===== config.mk =====
export PLATFORM = sky130hd
export DESIGN_NAME = branch_resolve_unit_flat
export DESIGN_NICKNAME = d
export VERILOG_FILES = /design/src/rtl/branch_pkg.sv /design/src/rtl/branch_resolve_unit_if.sv /design/src/rtl/branch_bht.sv /design/src/rtl/branch_resolve_unit.sv /design/src/flat_wrapper.sv
export SDC_FILE = /design/constraint.sdc
export NUM_CORES = 1
export LEC_CHECK = 0
export CAP_MARGIN = 0
export CORE_MARGIN = 1.5
export CORE_UTILIZATION = 50
export CTS_CLUSTER_SIZE = 12
export DETAILED_ROUTE_END_ITERATION = 10
export DONT_BUFFER_PORTS = 1
export PLACE_DENSITY = 0.68
export RECOVER_POWER = 100
export SYNTH_ARGS = -nofsm -noshare
export SYNTH_HDL_FRONTEND = slang
export SYNTH_SLANG_ARGS = --single-unit
export TNS_END_PERCENT = 10

===== constraint.sdc =====
create_clock -name clk -period 1.6 [get_ports clk]
set_input_delay 0.32 -clock clk [delete_from_list [all_inputs] [get_ports clk]]
set_output_delay 0.32 -clock clk [all_outputs]
set_load 0.03 [all_outputs]

===== src/rtl/branch_pkg.sv =====
// branch_pkg: condition codes, flag indices, BHT reset value and condition evaluation shared by the branch resolve slice
package branch_pkg;

    localparam logic [2:0] CC_NE  = 3'b000;
    localparam logic [2:0] CC_EQ  = 3'b001;
    localparam logic [2:0] CC_GT  = 3'b010;
    localparam logic [2:0] CC_LT  = 3'b011;
    localparam logic [2:0] CC_GE  = 3'b100;
    localparam logic [2:0] CC_LE  = 3'b101;
    localparam logic [2:0] CC_OV  = 3'b110;
    localparam logic [2:0] CC_UNC = 3'b111;

    localparam int FLAG_Z = 2;
    localparam int FLAG_V = 1;
    localparam int FLAG_N = 0;

    localparam logic [1:0] BHT_RST = 2'b01;

    // Decide a branch condition against a {Z,V,N} flag vector
    function automatic logic cond_met(input logic [2:0] ccc, input logic [2:0] f);
        logic z, v, n;
        z = f[FLAG_Z];
        v = f[FLAG_V];
        n = f[FLAG_N];
        case (ccc)
            CC_NE:   cond_met = ~z;
            CC_EQ:   cond_met = z;
            CC_GT:   cond_met = ~z & ~n;
            CC_LT:   cond_met = n;
            CC_GE:   cond_met = z | ~n;
            CC_LE:   cond_met = z | n;
            CC_OV:   cond_met = v;
            default: cond_met = 1'b1;
        endcase
    endfunction

endpackage


===== src/rtl/branch_resolve_unit_if.sv =====
// branch_resolve_unit_if: flag, branch, resolution and fetch-prediction signals of the branch resolve unit
interface branch_resolve_unit_if #(
    parameter int PC_W   = 16,
    parameter int OFFS_W = 9
);
    logic [2:0]        flag_we;
    logic [2:0]        flag_in;
    logic [2:0]        flags_out;
    logic              br_valid;
    logic [2:0]        br_ccc;
    logic              br_reg;
    logic [PC_W-1:0]   br_pc;
    logic [OFFS_W-1:0] br_offset;
    logic [PC_W-1:0]   br_reg_target;
    logic              br_pred;
    logic              flush;
    logic              res_valid;
    logic              res_taken;
    logic [PC_W-1:0]   res_target;
    logic              res_mispredict;
    logic [PC_W-1:0]   fetch_pc;
    logic              fetch_pred_taken;

    modport master (
        output flag_we, flag_in, br_valid, br_ccc, br_reg, br_pc, br_offset,
               br_reg_target, br_pred, flush, fetch_pc,
        input  flags_out, res_valid, res_taken, res_target, res_mispredict,
               fetch_pred_taken
    );

    modport slave (
        input  flag_we, flag_in, br_valid, br_ccc, br_reg, br_pc, br_offset,
               br_reg_target, br_pred, flush, fetch_pc,
        output flags_out, res_valid, res_taken, res_target, res_mispredict,
               fetch_pred_taken
    );

endinterface


===== src/rtl/branch_bht.sv =====
// branch_bht: 2-bit saturating counter table, combinational read (pre-update) and one update port
module branch_bht
    import branch_pkg::*;
#(
    parameter int DEPTH = 16,
    parameter int PC_W  = 16
) (
    input  logic            clk,
    input  logic            rst_n,
    input  logic [PC_W-1:0] rd_pc,
    output logic            rd_taken,
    input  logic            upd_en,
    input  logic [PC_W-1:0] upd_pc,
    input  logic            upd_taken
);
    localparam int IW = $clog2(DEPTH);

    logic [1:0]    cnt [DEPTH];
    logic [IW-1:0] ri, ui;
    logic [1:0]    cur, nxt;

    assign ri       = rd_pc[IW:1];
    assign ui       = upd_pc[IW:1];
    assign rd_taken = cnt[ri][1];
    assign cur      = cnt[ui];

    // Saturating step of the addressed counter
    always_comb begin
        nxt = upd_taken ? ((cur == 2'b11) ? cur : cur + 2'b01)
                        : ((cur == 2'b00) ? cur : cur - 2'b01);
    end

    // Counter storage; reset returns every entry to weakly not-taken
    always_ff @(posedge clk or negedge rst_n) begin
        if (!rst_n) begin
            for (int i = 0; i < DEPTH; i++) cnt[i] <= BHT_RST;
        end else if (upd_en) begin
            cnt[ui] <= nxt;
        end
    end

endmodule


===== src/rtl/branch_resolve_unit.sv =====
// branch_resolve_unit: flag register, one-stage branch resolution and target calculation; BRANCH_PREDICT_EN adds the BHT
module branch_resolve_unit
    import branch_pkg::*;
#(
    parameter int PC_W      = 16,
    parameter int OFFS_W    = 9,
    parameter int BHT_DEPTH = 16
) (
    input logic                  clk,
    input logic                  rst_n,
    branch_resolve_unit_if.slave bus
);
    logic [2:0]      flags;
    logic            fire, taken;
    logic [PC_W-1:0] seq, off_ext, target;

    assign fire          = bus.br_valid & ~bus.flush;
    assign bus.flags_out = flags;

    // Evaluate against the registered flags so same-cycle flag writes stay invisible
    always_comb begin
        taken   = cond_met(bus.br_ccc, flags);
        seq     = bus.br_pc + PC_W'(2);
        off_ext = {{(PC_W-OFFS_W){bus.br_offset[OFFS_W-1]}}, bus.br_offset};
        target  = !taken ? seq : bus.br_reg ? bus.br_reg_target : seq + (off_ext << 1);
    end

    // Flag bits update individually under their own write enable
    always_ff @(posedge clk or negedge rst_n) begin
        if (!rst_n) flags <= 3'b000;
        else        flags <= (flags & ~bus.flag_we) | (bus.flag_in & bus.flag_we);
    end

    // Resolution stage: valid pulses for one cycle, payload holds until the next branch
    always_ff @(posedge clk or negedge rst_n) begin
        if (!rst_n) begin
            bus.res_valid      <= 1'b0;
            bus.res_taken      <= 1'b0;
            bus.res_target     <= '0;
            bus.res_mispredict <= 1'b0;
        end else begin
            bus.res_valid <= fire;
            if (fire) begin
                bus.res_taken      <= taken;
                bus.res_target     <= target;
                bus.res_mispredict <= taken ^ bus.br_pred;
            end
        end
    end

`ifdef BRANCH_PREDICT_EN
    branch_bht #(
        .DEPTH (BHT_DEPTH),
        .PC_W  (PC_W)
    ) u_bht (
        .clk       (clk),
        .rst_n     (rst_n),
        .rd_pc     (bus.fetch_pc),
        .rd_taken  (bus.fetch_pred_taken),
        .upd_en    (fire),
        .upd_pc    (bus.br_pc),
        .upd_taken (taken)
    );
`else
    assign bus.fetch_pred_taken = 1'b0;
`endif

endmodule


===== src/flat_wrapper.sv =====
// flat-port wrapper written by rule: the top's interface ports become plain ports
module branch_resolve_unit_flat import branch_pkg::*;
#(
    parameter int PC_W      = 16,
    parameter int OFFS_W    = 9,
    parameter int BHT_DEPTH = 16
)
  (clk, rst_n, bus_flag_we, bus_flag_in, bus_br_valid, bus_br_ccc, bus_br_reg, bus_br_pc, bus_br_offset, bus_br_reg_target, bus_br_pred, bus_flush, bus_fetch_pc, bus_flags_out, bus_res_valid, bus_res_taken, bus_res_target, bus_res_mispredict, bus_fetch_pred_taken);
  branch_resolve_unit_if #(.PC_W(PC_W), .OFFS_W(OFFS_W)) bus_i ();
  input logic clk;
  input logic rst_n;
  input wire logic [$bits(bus_i.flag_we)-1:0] bus_flag_we;
  input wire logic [$bits(bus_i.flag_in)-1:0] bus_flag_in;
  input wire logic [$bits(bus_i.br_valid)-1:0] bus_br_valid;
  input wire logic [$bits(bus_i.br_ccc)-1:0] bus_br_ccc;
  input wire logic [$bits(bus_i.br_reg)-1:0] bus_br_reg;
  input wire logic [$bits(bus_i.br_pc)-1:0] bus_br_pc;
  input wire logic [$bits(bus_i.br_offset)-1:0] bus_br_offset;
  input wire logic [$bits(bus_i.br_reg_target)-1:0] bus_br_reg_target;
  input wire logic [$bits(bus_i.br_pred)-1:0] bus_br_pred;
  input wire logic [$bits(bus_i.flush)-1:0] bus_flush;
  input wire logic [$bits(bus_i.fetch_pc)-1:0] bus_fetch_pc;
  output wire logic [$bits(bus_i.flags_out)-1:0] bus_flags_out;
  output wire logic [$bits(bus_i.res_valid)-1:0] bus_res_valid;
  output wire logic [$bits(bus_i.res_taken)-1:0] bus_res_taken;
  output wire logic [$bits(bus_i.res_target)-1:0] bus_res_target;
  output wire logic [$bits(bus_i.res_mispredict)-1:0] bus_res_mispredict;
  output wire logic [$bits(bus_i.fetch_pred_taken)-1:0] bus_fetch_pred_taken;
  assign bus_i.flag_we = bus_flag_we;
  assign bus_i.flag_in = bus_flag_in;
  assign bus_i.br_valid = bus_br_valid;
  assign bus_i.br_ccc = bus_br_ccc;
  assign bus_i.br_reg = bus_br_reg;
  assign bus_i.br_pc = bus_br_pc;
  assign bus_i.br_offset = bus_br_offset;
  assign bus_i.br_reg_target = bus_br_reg_target;
  assign bus_i.br_pred = bus_br_pred;
  assign bus_i.flush = bus_flush;
  assign bus_i.fetch_pc = bus_fetch_pc;
  assign bus_flags_out = bus_i.flags_out;
  assign bus_res_valid = bus_i.res_valid;
  assign bus_res_taken = bus_i.res_taken;
  assign bus_res_target = bus_i.res_target;
  assign bus_res_mispredict = bus_i.res_mispredict;
  assign bus_fetch_pred_taken = bus_i.fetch_pred_taken;
  branch_resolve_unit #(.PC_W(PC_W), .OFFS_W(OFFS_W), .BHT_DEPTH(BHT_DEPTH)) u_core (.clk(clk), .rst_n(rst_n), .bus(bus_i));
endmodule

==> run_results.csv <==
group,metric,value,unit
timing,hold_violations,0,
timing,skew,4.45,ps
clock_network,numClockSinks,22,
synth,synthArstFlopShare,1.00,
clock_network,cts_setup_buffers,0,
routing,firstDrtPassIters,4,
floorplan,rows,23,
clock_network,cts_tree,"yes",
global_route,grt_pass1_vias,2011,
outcome,status,"finished, violations left",
synth,avgSynthCellArea,8.08,um2
routing,drc,0,
critical_path,crit_path_max_fanout,5,
critical_path,critical_path_required,1750,ps
floorplan,die_y,68.8,um
clock_network,root_buffer,"clkbuf_8",
synth,yosysTopAreaCell,"dfrtp_1",
synth,yosysMostFrequentCell,"nand2_1",
synth,syn_nets,360,
timing,setup_viol,16,
floorplan,pin_count,95,
synth,netlist_area,2170,um2
clock_network,htree_num_levels,1,
critical_path,critPathLaunch,"bus_br_pc[1]",
critical_path,critical_path_class,"in2reg",
floorplan,initial_core_util,0.530,
synth,ys_types,51,
hold_path,hp-start,"bus_flag_in[2]",
outcome,violations,"negative setup slack",
flow_run,cap_violations,0,
global_route,gr-total-overflow,0,
synth,ys_seq_elements,22,
routing,wl_per_cell,16.4,um
synth,synth.yosys.seq_area_share,0.254,
routing,vias,2155,
synth,synth_cells,268,
timing,finalMaxSlewViolations,0,
place,gp_congestion,0.874,
global_route,grt_max_degree,27,
synth,synthTopCellsByCount,"nand2_1 (31), dfrtp_1 (22), nor2_1 (20)",
critical_path,endpoint_kind,"flop",
synth,synth_area_leaders,"dfrtp_1 (25%), ha_1 (11%), xnor2_1 (5.7%)",
synth,synth-main-ff-cell,"dfrtp_1",
final_layout,fillers,361,
global_route,grt_pass1_wl,9.11,mm
final_layout,areaGrowthSynthToFinish,32.6,%
clock_network,cts.clk_slew.worst_paths,80,ps
critical_path,reg2reg_slack,-210,ps
final_layout,diodes,0,
synth,synth_top_area_frac,0.254,
routing,first_iter_violations,143,
clock_network,clockBufferDepth,2,
timing,min_period,2420,ps
final_layout,nets,415,
place,io_buffers,0,
pwr,peakVddDrop,0.000320,V
floorplan,die_x,68.8,um
place,dp_hpwl,4.71,mm
clock_network,insertion_delay,270,ps
critical_path,cp.arrival,2580,ps
timing,rsz0062_at_grt,"yes",
critical_path,cp-start-kind,"primary input",
routing,ant_nets,0,
timing,fmax,0.413,GHz
timing,fin_hold_ws,205,ps
global_route,antenna_found_initial,0,
timing,min_period_over_period,1.51,
floorplan,dieArea,4740,um2
routing,routed_wl,6.09,mm
timing,tightest_slew,1020,ps
final_layout,drive_gt1_frac,0.311,
floorplan,coreArea,4090,um2
synth,synth_warnings,0,
hold_path,hold_path_class,"in2reg",
pwr,p_leak,1.30,nW
synth,synth_edf_count,0,
global_route,grt_usage,0.258,
timing,maxSlewHeadroom,0.316,
timing,finalWorstSetupSlack,-823,ps
clock_network,numCtsBuffers,3,
routing,vias_per_cell,5.79,
timing,tns,-6190,ps
pwr,powerDensity,800,nW/um2
[routing by layer]
layer  part of all wire  track usage  up-vias
li1                   -            -     1079
met1               0.43        0.327      993
met2               0.48        0.448       78
met3              0.077       0.0455        5
met4             0.0092       0.0711        0
met5                  0            0        -
[kinds of logic (layout without fill, tap and decap cells)]
logic type,after synthesis,after routing,synth area share
AOI/OAI and AO/OA,80,80,0.246
xor gates and xnor gates,21,21,0.0849
adders and majority gates,20,20,0.119
buffers and inverters,24,78,0.0451
DFF,22,22,0.254
muxes,4,4,0.0202
other,1,1,0.00173
and+or+nand+nor,96,96,0.229
[placed cells by master, fill, tap and decap left out, types with 4 or more instances in the layout]
cell and count:
inv_1 12, o21ai_1 7, a21o_1 4, o31ai_1 4, xnor2_1 12, o21ai_0 13
xor2_1 5, buf_4 57, nand2_1 30, ha_1 16, dfrtp_1 22, a21oi_1 9
nand2b_1 4, nor2_1 19, nand3_1 8, or3_1 4, nor3_1 5, a31oi_1 7
clkbuf_1 4, a21oi_2 5
[what timing repair did]
action	in CTS	in global routing
resized for setup	24	12
endpoints found under the hold margin	22	0
setup endpoints to repair	16	17
pin swaps	9	8
hold buffers	1	0
[through the flow]
step | util | setup WS, ps | area (um2) | std cells | power (mW)
final | 0.703 | -823 | 2870 | 372 | 2.30
after global routing | 0.703 | -916 | 2870 | 372 | 2.43
after CTS | 0.689 | -811 | 2810 | 372 | 2.28
after detailed placement | 0.645 | -1220 | 2640 | 367 | 1.70
after global placement | 0.645 | -1150 | 2640 | 367 | 1.68
after floorplan | - | -1160 | 2180 | 268 | 1.41
[final timing paths]
check	depth (start not counted)	to
worst max-delay path	12	u_core.bus.res_target[15]
worst min-delay path	1	flop
worst max register to register	7	u_core.bus.res_target[8]
worst min register to register	2	u_core.bus.res_target[1]
max in group asynchronous	1	asynchronous set/reset pin
min in group asynchronous	1	u_core.bus.res_taken
[area by class of cell]
type | instances | area, um2 | area share
Sequential cell | 22 | 551 | 0.192
Inverter | 12 | 45.0 | 0.0157
Timing Repair Buffer | 62 | 453 | 0.158
Clock buffer | 3 | 41.3 | 0.0144
Clock inverter | 1 | 30.0 | 0.0105
Tap cell | 50 | 62.6 | 0.0218
Multi-Input combinational cell | 222 | 1690 | 0.588
[worst max-delay path, cell delays in order]
cell and delay (ps):
and4_4 210, and4_4 230, and3_4 210, xor2_4 170, ha_4 230, nand2_1 80, o21ai_2 60, or4_4 420
a31oi_4 220, o211a_1 220, nor3_2 50, nand3b_1 140
[report_power, final]
group,internal (mW),switching [mW]
Combinational,0.439,0.428
Sequential,0.649,0.255
Clock,0.334,0.191
Total,1.42,0.874
No activity file was read; power rests on OpenSTA's default activity.
